<file path="src/rtl/memory_stage_pkg.sv">
// Shared types for the execute->memory->writeback pipeline boundary.
// Operation codes and the packed bundles carried between stages.
package memory_stage_pkg;

    typedef enum logic [4:0] {
        OP_NOP, OP_ADD,
        OP_LB, OP_LH, OP_LW, OP_LD, OP_LBU, OP_LHU, OP_LWU,
        OP_SB, OP_SH, OP_SW, OP_SD
    } op_t;

    typedef struct packed {
        op_t op;
    } control_t;

    typedef struct packed {
        logic        valid;
        logic [63:0] pc;
        logic [4:0]  dst;
        control_t    ctl;
        logic [63:0] result;
        logic [63:0] memwrite_data;
    } execute_data_t;

    typedef struct packed {
        logic        valid;
        logic [63:0] pc;
        logic [4:0]  dst;
        control_t    ctl;
        logic [63:0] result;
    } memory_data_t;

endpackage

</file>
<file path="src/rtl/memory_stage.sv">
// Memory stage: registers execute results and runs load/store bus transactions.
// 1 edge for non-mem/misaligned ops, 3+ edges for bus ops; stallM holds execute while busy.
module memory_stage
    import memory_stage_pkg::*;
(
    input  logic          clk,
    input  logic          resetn,
    input  execute_data_t dataE,
    output logic          dreq_valid,
    output logic [63:0]   dreq_addr,
    output logic [2:0]    dreq_size,
    output logic [7:0]    dreq_strobe,
    output logic [63:0]   dreq_data,
    input  logic          dresp_addr_ok,
    input  logic          dresp_data_ok,
    input  logic [63:0]   dresp_data,
    output logic          stallM,
    output memory_data_t  dataM,
    output logic          misaligned
);

    typedef enum logic [1:0] {IDLE, REQ, WAIT, DONE} state_t;

    state_t      state, stateNext;
    logic [2:0]  offset;
    logic        isLoad, isStore, signedLoad, isMem, offsetBad;
    logic [1:0]  accSize;
    logic [7:0]  strobeBase;
    logic [63:0] rdata, loadShift, loadResult, finalResult;
    logic [63:0] reqAddr, reqData;
    logic [2:0]  reqSize;
    logic [7:0]  reqStrobe;
    logic        startReq, latchData, captureEn;

    assign offset = dataE.result[2:0];

    always_comb begin
        isLoad     = 1'b0;
        isStore    = 1'b0;
        signedLoad = 1'b0;
        accSize    = 2'd0;
        case (dataE.ctl.op)
            OP_LB:   begin isLoad = 1'b1; signedLoad = 1'b1; accSize = 2'd0; end
            OP_LH:   begin isLoad = 1'b1; signedLoad = 1'b1; accSize = 2'd1; end
            OP_LW:   begin isLoad = 1'b1; signedLoad = 1'b1; accSize = 2'd2; end
            OP_LD:   begin isLoad = 1'b1; accSize = 2'd3; end
            OP_LBU:  begin isLoad = 1'b1; accSize = 2'd0; end
            OP_LHU:  begin isLoad = 1'b1; accSize = 2'd1; end
            OP_LWU:  begin isLoad = 1'b1; accSize = 2'd2; end
            OP_SB:   begin isStore = 1'b1; accSize = 2'd0; end
            OP_SH:   begin isStore = 1'b1; accSize = 2'd1; end
            OP_SW:   begin isStore = 1'b1; accSize = 2'd2; end
            OP_SD:   begin isStore = 1'b1; accSize = 2'd3; end
            default: ;
        endcase
    end

    assign isMem = dataE.valid && (isLoad || isStore);

    always_comb begin
        offsetBad  = 1'b0;
        strobeBase = 8'h01;
        case (accSize)
            2'd0:    begin offsetBad = 1'b0;          strobeBase = 8'h01; end
            2'd1:    begin offsetBad = offset[0];     strobeBase = 8'h03; end
            2'd2:    begin offsetBad = |offset[1:0];  strobeBase = 8'h0F; end
            default: begin offsetBad = |offset;       strobeBase = 8'hFF; end
        endcase
    end

    // Read data arrives as a full aligned doubleword; bring the addressed bytes to lane 0.
    assign loadShift = rdata >> {offset, 3'b000};

    always_comb begin
        case (accSize)
            2'd0:    loadResult = {{56{signedLoad & loadShift[7]}},  loadShift[7:0]};
            2'd1:    loadResult = {{48{signedLoad & loadShift[15]}}, loadShift[15:0]};
            2'd2:    loadResult = {{32{signedLoad & loadShift[31]}}, loadShift[31:0]};
            default: loadResult = loadShift;
        endcase
    end

    assign finalResult = (state == DONE && isLoad) ? loadResult : dataE.result;

    always_comb begin
        stateNext = state;
        startReq  = 1'b0;
        latchData = 1'b0;
        captureEn = 1'b0;
        case (state)
            IDLE: begin
                if (isMem && !offsetBad) begin
                    stateNext = REQ;
                    startReq  = 1'b1;
                end else begin
                    captureEn = 1'b1;
                end
            end
            REQ: begin
                if (dresp_addr_ok && dresp_data_ok) begin
                    latchData = 1'b1;
                    stateNext = DONE;
                end else if (dresp_addr_ok) begin
                    stateNext = WAIT;
                end
            end
            WAIT: begin
                if (dresp_data_ok) begin
                    latchData = 1'b1;
                    stateNext = DONE;
                end
            end
            default: begin
                captureEn = 1'b1;
                stateNext = IDLE;
            end
        endcase
    end

    assign stallM     = isMem && !offsetBad && (state != DONE);
    assign dreq_valid = (state == REQ);
    assign dreq_addr  = reqAddr;
    assign dreq_size  = reqSize;
    assign dreq_strobe = reqStrobe;
    assign dreq_data  = reqData;

    always_ff @(posedge clk or negedge resetn) begin
        if (!resetn) begin
            state      <= IDLE;
            reqAddr    <= '0;
            reqSize    <= '0;
            reqStrobe  <= '0;
            reqData    <= '0;
            rdata      <= '0;
            dataM      <= '0;
            misaligned <= 1'b0;
        end else begin
            state <= stateNext;
            if (startReq) begin
                reqAddr   <= dataE.result;
                reqSize   <= {1'b0, accSize};
                reqStrobe <= isStore ? (strobeBase << offset) : 8'h00;
                reqData   <= isStore ? (dataE.memwrite_data << {offset, 3'b000}) : 64'd0;
            end
            if (latchData) begin
                rdata <= dresp_data;
            end
            // Stall cycles present bubbles to writeback; the other fields are don't-care.
            if (captureEn) begin
                dataM.valid  <= dataE.valid;
                dataM.pc     <= dataE.pc;
                dataM.dst    <= dataE.dst;
                dataM.ctl    <= dataE.ctl;
                dataM.result <= finalResult;
                misaligned   <= isMem && offsetBad;
            end else begin
                dataM.valid <= 1'b0;
                misaligned  <= 1'b0;
            end
        end
    end

endmodule

</file>
<file path="config.mk">
export PLATFORM = sky130hd
export DESIGN_NAME = memory_stage
export DESIGN_NICKNAME = d
export VERILOG_FILES = /design/src/rtl/memory_stage_pkg.sv /design/src/rtl/memory_stage.sv
export SDC_FILE = /design/constraint.sdc
export NUM_CORES = 1
export LEC_CHECK = 0
export ABC_AREA = 0
export CAP_MARGIN = 20
export CORE_AREA = 4 4 213 215
export CTS_CLUSTER_DIAMETER = 30
export DETAILED_ROUTE_END_ITERATION = 10
export DIE_AREA = 0 0 217 219
export HOLD_SLACK_MARGIN = 0.08
export PLACE_DENSITY = 0.74
export SLEW_MARGIN = 10
export SYNTH_ARGS = -nofsm -noshare
export SYNTH_HDL_FRONTEND = slang
export SYNTH_SLANG_ARGS = --single-unit
</file>
<file path="constraint.sdc">
create_clock -name clk -period 3 [get_ports clk]
set_clock_uncertainty 0.05 [all_clocks]
set_input_delay 0.75 -clock clk [delete_from_list [all_inputs] [get_ports clk]]
set_output_delay 0.75 -clock clk [all_outputs]
set_load 0.01 [all_outputs]
</file>
# Word level (Yosys, flattened, before mapping)
# Cells that the tools add are included.
# word_totals
register_bits,344
input_bits,271
elab_cells,82
output_inout_bits,281
# classes
n_reduce_logical,20
muxes,24
shift,3
eq_ne,20
bitwise_logic,3
# op_table
op,count
64-bit case mux with 3 select lines,1
64-bit two-way mux,2
64-bit by 6-bit left shift with 64-bit output,1
64-bit by 6-bit right shift with 64-bit output,1
5-bit by 4-bit == test with 1-bit output (second input constant),5
8-bit case mux with 3 select lines,1
5-bit by 3-bit == test with 1-bit output (second input constant),4
2-bit case mux with 3 select lines,2
3-bit OR reduction,4
5-bit by 2-bit == test with 1-bit output (second input constant),2
1-bit two-way mux,10
2-bit two-way mux,4
8-bit two-way mux,1
8-bit by 3-bit left shift with 8-bit output,1
7-bit OR reduction,1
2-bit == test (second input constant),3
1-bit logical AND,6
2-bit != test (second input constant),3
2-bit OR reduction,3
2-bit by 1-bit == test with 1-bit output (second input constant),2
2-bit logical NOT,2
1-bit case mux with 2 select lines,2
4-bit OR reduction,1
1-bit bitwise AND,3
5 further kinds,5

# Depth between registers and ports, before layout
# Gate-level depths: netlist of run 1.
# logic_depth
depth_word,10
mapped_depth,10
mapped_depth_nobuf,7

# Worst setup path after synthesis of run 1
# Ideal clock, no wire load.
# synth_timing
kind,input port to flip-flop
start,input port dataE[66] (netlist name)
end,register reqAddr[33] (netlist: dreq_addr[33])
t_arrival_ns,2.597
path_buffers,3
path_stages,8
t_required_ns,2.825
setup_ns,0.125
slack_ns,0.228
path_cell_list,clkbuf_2 > inv_1 > o41a_1 > a211oi_2 > nand3b_1 > buf_4 > buf_6 > mux2_2
# synth_between
elab_chain_cells,6
# synth_lines
element,line_no,text
from (decl),memory_stage.sv:8,"input execute_data_t dataE,"
3-bit OR reduction,memory_stage.sv:67,default: begin offsetBad = |offset; strobeBase = 8'hFF; end
1-bit case mux with 3 select lines,memory_stage.sv:63,case (accSize)
1-bit logical NOT,memory_stage.sv:92,if (isMem && !offsetBad) begin
1-bit logical AND,memory_stage.sv:92,
1-bit two-way mux,memory_stage.sv:92,
1-bit two-way mux,memory_stage.sv:90,case (state)
to (signal assigned),memory_stage.sv:140,reqAddr <= dataE.result;
to (decl),memory_stage.sv:30,"logic [63:0] reqAddr, reqData;"
# Every way passes these cells.
# A chain may end at the register's enable or synchronous reset.

# Worst setup path after layout of run 1
# layout_timing
start,input port dataE[128] (netlist name)
end,output port stallM
# layout_between
elab_chain_cells,8
elab_cells_between_ends,28
cone_classes,13 x eq/ne; 4 x mux; 11 x reduce/logical
# layout_lines
element,line_no,text
"5-bit by 4-bit == test with 1-bit output, or another cell as far along",memory_stage.sv:42,case (dataE.ctl.op)
3-bit OR reduction (no source line) / 2-bit OR reduction (equally long branches),-,
2-bit case mux with 3 select lines,memory_stage.sv:42,
"2-bit == test, or another cell as far along",memory_stage.sv:63,
1-bit case mux with 3 select lines,memory_stage.sv:63,
1-bit logical NOT,memory_stage.sv:120,assign stallM = isMem && !offsetBad && (state != DONE);
1-bit logical AND * (2 in series),memory_stage.sv:120,
to (decl),memory_stage.sv:17,"output logic stallM,"
# Every way passes the cells marked *; elsewhere a longest branch is shown, timed or not.

==> results of run 1 <==
[synthesized netlist by cell type, types with 8 or more instances]
library cell and n:
clkbuf_1 63, nor3_1 10, o31ai_1 52, a211oi_1 17
o21a_1 10, a22o_1 12, nor2_1 42, o22ai_1 15
a21oi_1 55, nand3_1 11, a22oi_1 49, nand3b_1 8
o21ai_0 105, dfrtp_1 344, mux2i_1 61, mux4_2 32
nand2_1 414, buf_2 51, nand2b_1 10, buf_4 8
mux2_2 152, nor2b_1 13, and2_1 8
[critical path: stages]
cell           delay (ns)
dlygate4sd2_1        0.30
or3b_2               0.49
a211oi_2             0.27
or3_1                0.16
nor2_1               0.04
buf_2                0.15
[stage by stage]
stage | power [uW] | setup WS [ns] | setup TNS (ns)
after floorplan | 12800 | 0.228 | 0
after global placement | 18300 | -0.606 | -97.98
after detailed placement | 18600 | -0.712 | -114.58
after CTS | 28600 | 0.0236 | 0
after global routing | 29900 | -0.0268 | -0.0428
final | 28500 | 0.0258 | 0
[area by class of cell]
type                    instances  share of cell area, %
flip-flops and latches        344                   32.1
multi-input cells            1144                   29.0
repair buffers                667                   24.5
clock buffers                 117                   9.14
well taps                     592                   2.76
clock inverters                41                   2.40
inverters                       7                 0.0981
[what timing repair did]
action / in CTS / in global routing
pin swaps: 2 / 3
hold buffers: 1 / 0
endpoints found under the hold margin: 25 / 0
endpoints found under the setup margin: 31 / 3
resized for setup: 10 / 2
buffers inserted: 0 / 1
[per-layer routing]
layer	vias up	track usage [%]	part of all wire, %
met5	-	0	0.040
met4	4	11.6	3.7
met3	156	8.06	8.0
li1	7071	-	-
met1	7817	31.5	37
met2	732	48.9	51
[path summary, 6_finish.rpt]
check / end / slack (ns) / cells after the start
min: dataM[65] / 0.42 / 2
max in group asynchronous: dreq_data[5] / 1.48 / 3
max: stallM / 0.03 / 6
min in group asynchronous: dreq_addr[59] / 0.67 / 2
min reg2reg: dataM[65] / 0.42 / 2
max reg2reg: dataM[46] / 0.22 / 7
[flip-flops by register name (all words and copies together), names as in the netlist]
name,cells
dreq_size,2
dataM,139
rdata,64
dreq_addr,64
dreq_strobe,8
state,2
misaligned,1
dreq_data,64
[power breakdown]
group	switching, uW	total (uW)	internal [uW]
clock	2850	9810	6960
combinational	5110	10600	5460
sequential	1450	8120	6670
[logic make-up (layout without fill, tap and decap cells)]
kind of cell             after synthesis  count (layout)  share of synthesized area (%)
flip-flops                           344             344                           50.7
adder cells (fa/ha/maj)                4               4                          0.295
buffers and inverters                141             832                           3.85
AND/OR/NAND/NOR                      532             532                           12.9
AO/OA/AOI/OAI                        361             361                           14.2
XOR/XNOR                               1               1                         0.0516
multiplexers                         245             245                           17.9
other                                  1               1                         0.0221
==> qor.yml, run 1 <==
grt_max_degree: 73
ys.flop_type: "dfrtp_1"
final_nets: 2525
yosysWarnings: 0
grt_pass1_wl_um: 101000
synth.distinct_cells: 64
hold_violations: 0
yosys-top-cells-area: "dfrtp_1, mux2_2, nand2_1"
dp_cells: 2752
core_area_um2: 43700
crit_type: "primary input to output port"
clock_latency_ns: 0.61
synth_edf_count: 0
tritoncts: "yes"
min_period_ns: 2.97
vias: 15780
wirelength_um: 68100
cts_buffer_depth: 3
drive_gt1_share_pct: 20.3
fin_cells: 2912
antenna_found_initial: 3
holdWs_ns: 0.417
nFillCells: 3539
rsz0062_at_grt: "true"
peakVddDrop_mv: 0.723
antenna_left: 0
synth_top_area_share_pct: 50.7
seq_area_um2: 8610
die-area_um2: 47500
postSynthCellCount: 1629
power_density_nw_per_um2: 1060
syn_area_um2: 17000
status: "finished clean"
drc: 0
drt-initial-drc-count: 1393
cp-start-kind: "primary input"
fin_crit_sh_pct: 99.1
hpwl_um: 50600
placed_area_um2: 23700
end_kind: "output port"
antennaDiodeCount: 0
timing.rr.start: "state[1]"
worstSetupStartpoint: "dataE[128]"
tightest_slew_ns: 1.06
wl_per_cell_um: 23.4
async_reset_ff_share_pct: 100
final_cell_mix: "clkdlybuf4s50_1, nand2_1, dfrtp_1"
synth-seq-cells: 344
gp_congestion: 0.895
via_per_inst: 5.42
syn_nets: 1904
numCtsBuffers: 86
die_w_um: 217
final_cell_area_um2: 26800
htreeDepth: 3
area_delta_synth_final_pct: 57.8
finish.utilization_pct: 61.3
slew_violations: 0
min-delay-start: "dataM[65]"
yosysTopAreaCell: "dfrtp_1"
fp-row-count: 77
p_leak_uw: 0.0116
setup_violations: 0
hp-class: "flip-flop to flip-flop"
numPortBuffers: 550
die_y_um: 219
root_buffer: "clkbuf_16"
multi_input_area_um2: 7760
first_pass_iters: 5
syn_avg_cell_area_um2: 10.4
path_max_fanout: 6
final_common_cell: "clkdlybuf4s50_1"
slew_headroom_pct: 28.8
synth_seq_area_share_pct: 50.7
initial_core_util_pct: 38.8
cp_data_required_time_ns: 2.20
gr-total-overflow: 0
grt_pass1_vias: 16737
ios: 552
max_cap_violations: 0
crit_arrival_ns: 2.17
cts.sinks: 344
grt_use_total_pct: 27.7
fmax_mhz: 336
clkSlewWorstSetupHoldPaths_ns: 0.04
Note: power is estimated with default switching activity, not from simulation.
==> run 2: changes to the inputs <==
CORE_AREA = 3 3 212 214   (was 4 4 213 215)
DIE_AREA = 0 0 215 217   (was 0 0 217 219)
==> run 2 against run 1 <==
Final cell count is 0.14% lower. First-iteration DRC count increased by 2.8%. Design area increased by 0.81%. Non-clock buffer count up 5. Total power increased by 2.8%. Combinational power about the same. Global-route usage grew 0.91 points. Worst hold slack got worse by 0.29 ns. Wire length increased by 0.39%. Clock power grew 6%.
==> qor.yml, run 2 (synthesized netlist as in run 1, its figures left out) <==
finalSetupTns_ns: 0  # unchanged
crit_type: "primary input to output port"  # unchanged
crit_arrival_ns: 2.13  # was 2.17 ns
antenna_left: 0  # unchanged
final_cell_mix: "clkdlybuf4s50_1, nand2_1, dfrtp_1"  # unchanged
final_common_cell: "clkdlybuf4s50_1"  # unchanged
initial_core_util_pct: 39.4  # was 38.8%
grt_pass1_wl_um: 103000  # was 101000 um
setup_violations: 0  # unchanged
slew_violations: 0  # unchanged
hp-class: "primary input to asynchronous set/reset pin"  # was flip-flop to flip-flop
max_cap_violations: 0  # unchanged
tritoncts: "yes"  # unchanged
cts_buffer_depth: 3  # unchanged
status: "finished clean"  # unchanged
hold_violations: 0  # unchanged
fin_cells: 2908  # was 2912
dp_cells: 2750  # was 2752
tightest_slew_ns: 1.01  # was 1.06 ns
final_cell_area_um2: 27000  # was 26800 um2
finish.utilization_pct: 62.7  # was 61.3%
via_per_inst: 5.46  # was 5.42
numCtsBuffers: 85  # was 86
peakVddDrop_mv: 0.761  # was 0.723 mV
drt-initial-drc-count: 1432  # was 1393
hpwl_um: 50200  # was 50600 um
p_leak_uw: 0.0117  # was 0.0116 uW
drive_gt1_share_pct: 20.7  # was 20.3%
largest_register: "dataM"  # unchanged
wl_per_cell_um: 23.5  # was 23.4 um
clock_latency_ns: 0.61  # about the same
area_delta_synth_final_pct: 59.1  # was 57.8%
antenna_found_initial: 2  # was 3
placed_area_um2: 23700  # about the same
nFillCells: 3397  # was 3539
end_kind: "output port"  # unchanged
grt_max_degree: 86  # was 73
die-area_um2: 46700  # was 47500 um2
gp_congestion: 0.928  # was 0.895
min_period_ns: 2.93  # was 2.97 ns
final_nets: 2529  # was 2525
slew_headroom_pct: 32.7  # was 28.8%
ios: 552  # unchanged
clkSlewWorstSetupHoldPaths_ns: 0.05  # was 0.04 ns
fp-row-count: 76  # was 77
cts_hold_buffers: 0  # was 1
drc: 0  # unchanged
rsz0062_at_grt: "false"  # was true
wirelength_um: 68300  # was 68100 um
grt_pass1_vias: 16971  # was 16737
htreeDepth: 3  # unchanged
power_density_nw_per_um2: 1080  # was 1060 nW/um2
core_area_um2: 43100  # was 43700 um2
cts.sinks: 344  # unchanged
finalPower_uw: 29300  # was 28500 uW
vias: 15882  # was 15780
die_w_um: 215  # was 217 um
path_max_fanout: 4  # was 6
gr-total-overflow: 0  # unchanged
seq_area_um2: 8610  # unchanged
fmax_mhz: 341  # was 336 MHz
first_pass_iters: 6  # was 5
cp_data_required_time_ns: 2.20  # about the same
cp-start-kind: "primary input"  # unchanged
grt_use_total_pct: 28.6  # was 27.7%
largest_reg_flops: 139  # unchanged
fin_crit_sh_pct: 97.7  # was 99.1%
root_buffer: "clkbuf_16"  # unchanged
die_y_um: 217  # was 219 um
multi_input_area_um2: 7740  # was 7760 um2
numPortBuffers: 550  # unchanged
antennaDiodeCount: 0  # unchanged
==> run 2: where the power goes <==
group	switching (uW)	internal (uW)
clock network	3030	7380
logic	5150	5580
registers	1470	6670
total	9650	19600
==> run 2: final cells by class <==
class / instances / area share [%]
inverters: 7 / 0.0973
clock buffers: 98 / 8.47
repair buffers: 672 / 24.6
multi-input cells: 1144 / 28.7
clock inverters: 58 / 3.59
flip-flops and latches: 344 / 31.9
well taps: 585 / 2.71
==> run 2: worst max-delay path, cell delays in order <==
cell and delay [ns]:
dlygate4sd2_1 0.27, or3b_2 0.49, a211oi_2 0.25, or3_1 0.17, nor2_1 0.05, buf_2 0.15
==> run 2: metrics by stage <==
| stage | hold WS [ns] | setup WS [ns] |
|---|---|---|
| final | 0.128 | 0.0692 |
| after floorplan | 0.404 | 0.228 |
| after global routing | 0.169 | 0.00856 |
| after global placement | 0.407 | -0.640 |
| after CTS | 0.147 | 0.0889 |
| after detailed placement | 0.411 | -0.684 |
==> run 2: path summary, 6_finish.rpt <==
| check | from | to | slack (ns) | cells after the start |
|---|---|---|---|---|
| min reg2reg | dreq_strobe[3] | dreq_strobe[3] | 0.42 | 1 |
| max reg2reg | state[1] | dataM[39] | 0.19 | 7 |
| min | resetn | rdata[58] | 0.13 | 1 |
| min in group clk | dreq_strobe[3] | dreq_strobe[3] | 0.42 | 1 |
| max in group asynchronous | resetn | dreq_data[32] | 1.94 | 2 |
| max | dataE[128] | stallM | 0.07 | 6 |
==> run 2: layer usage <==
layer,part of all wire (%),up-vias,track usage (%)
li1,-,7078,-
met1,37,7831,32.9
met2,51,804,50.4
met3,8.2,165,7.87
met4,3.9,4,12.1
met5,0.045,-,0
==> run 2: repair_timing <==
action,4_1_cts,5_1_grt
gates resized for setup,11,0
buffers inserted,1,0
setup endpoints to repair,18,0
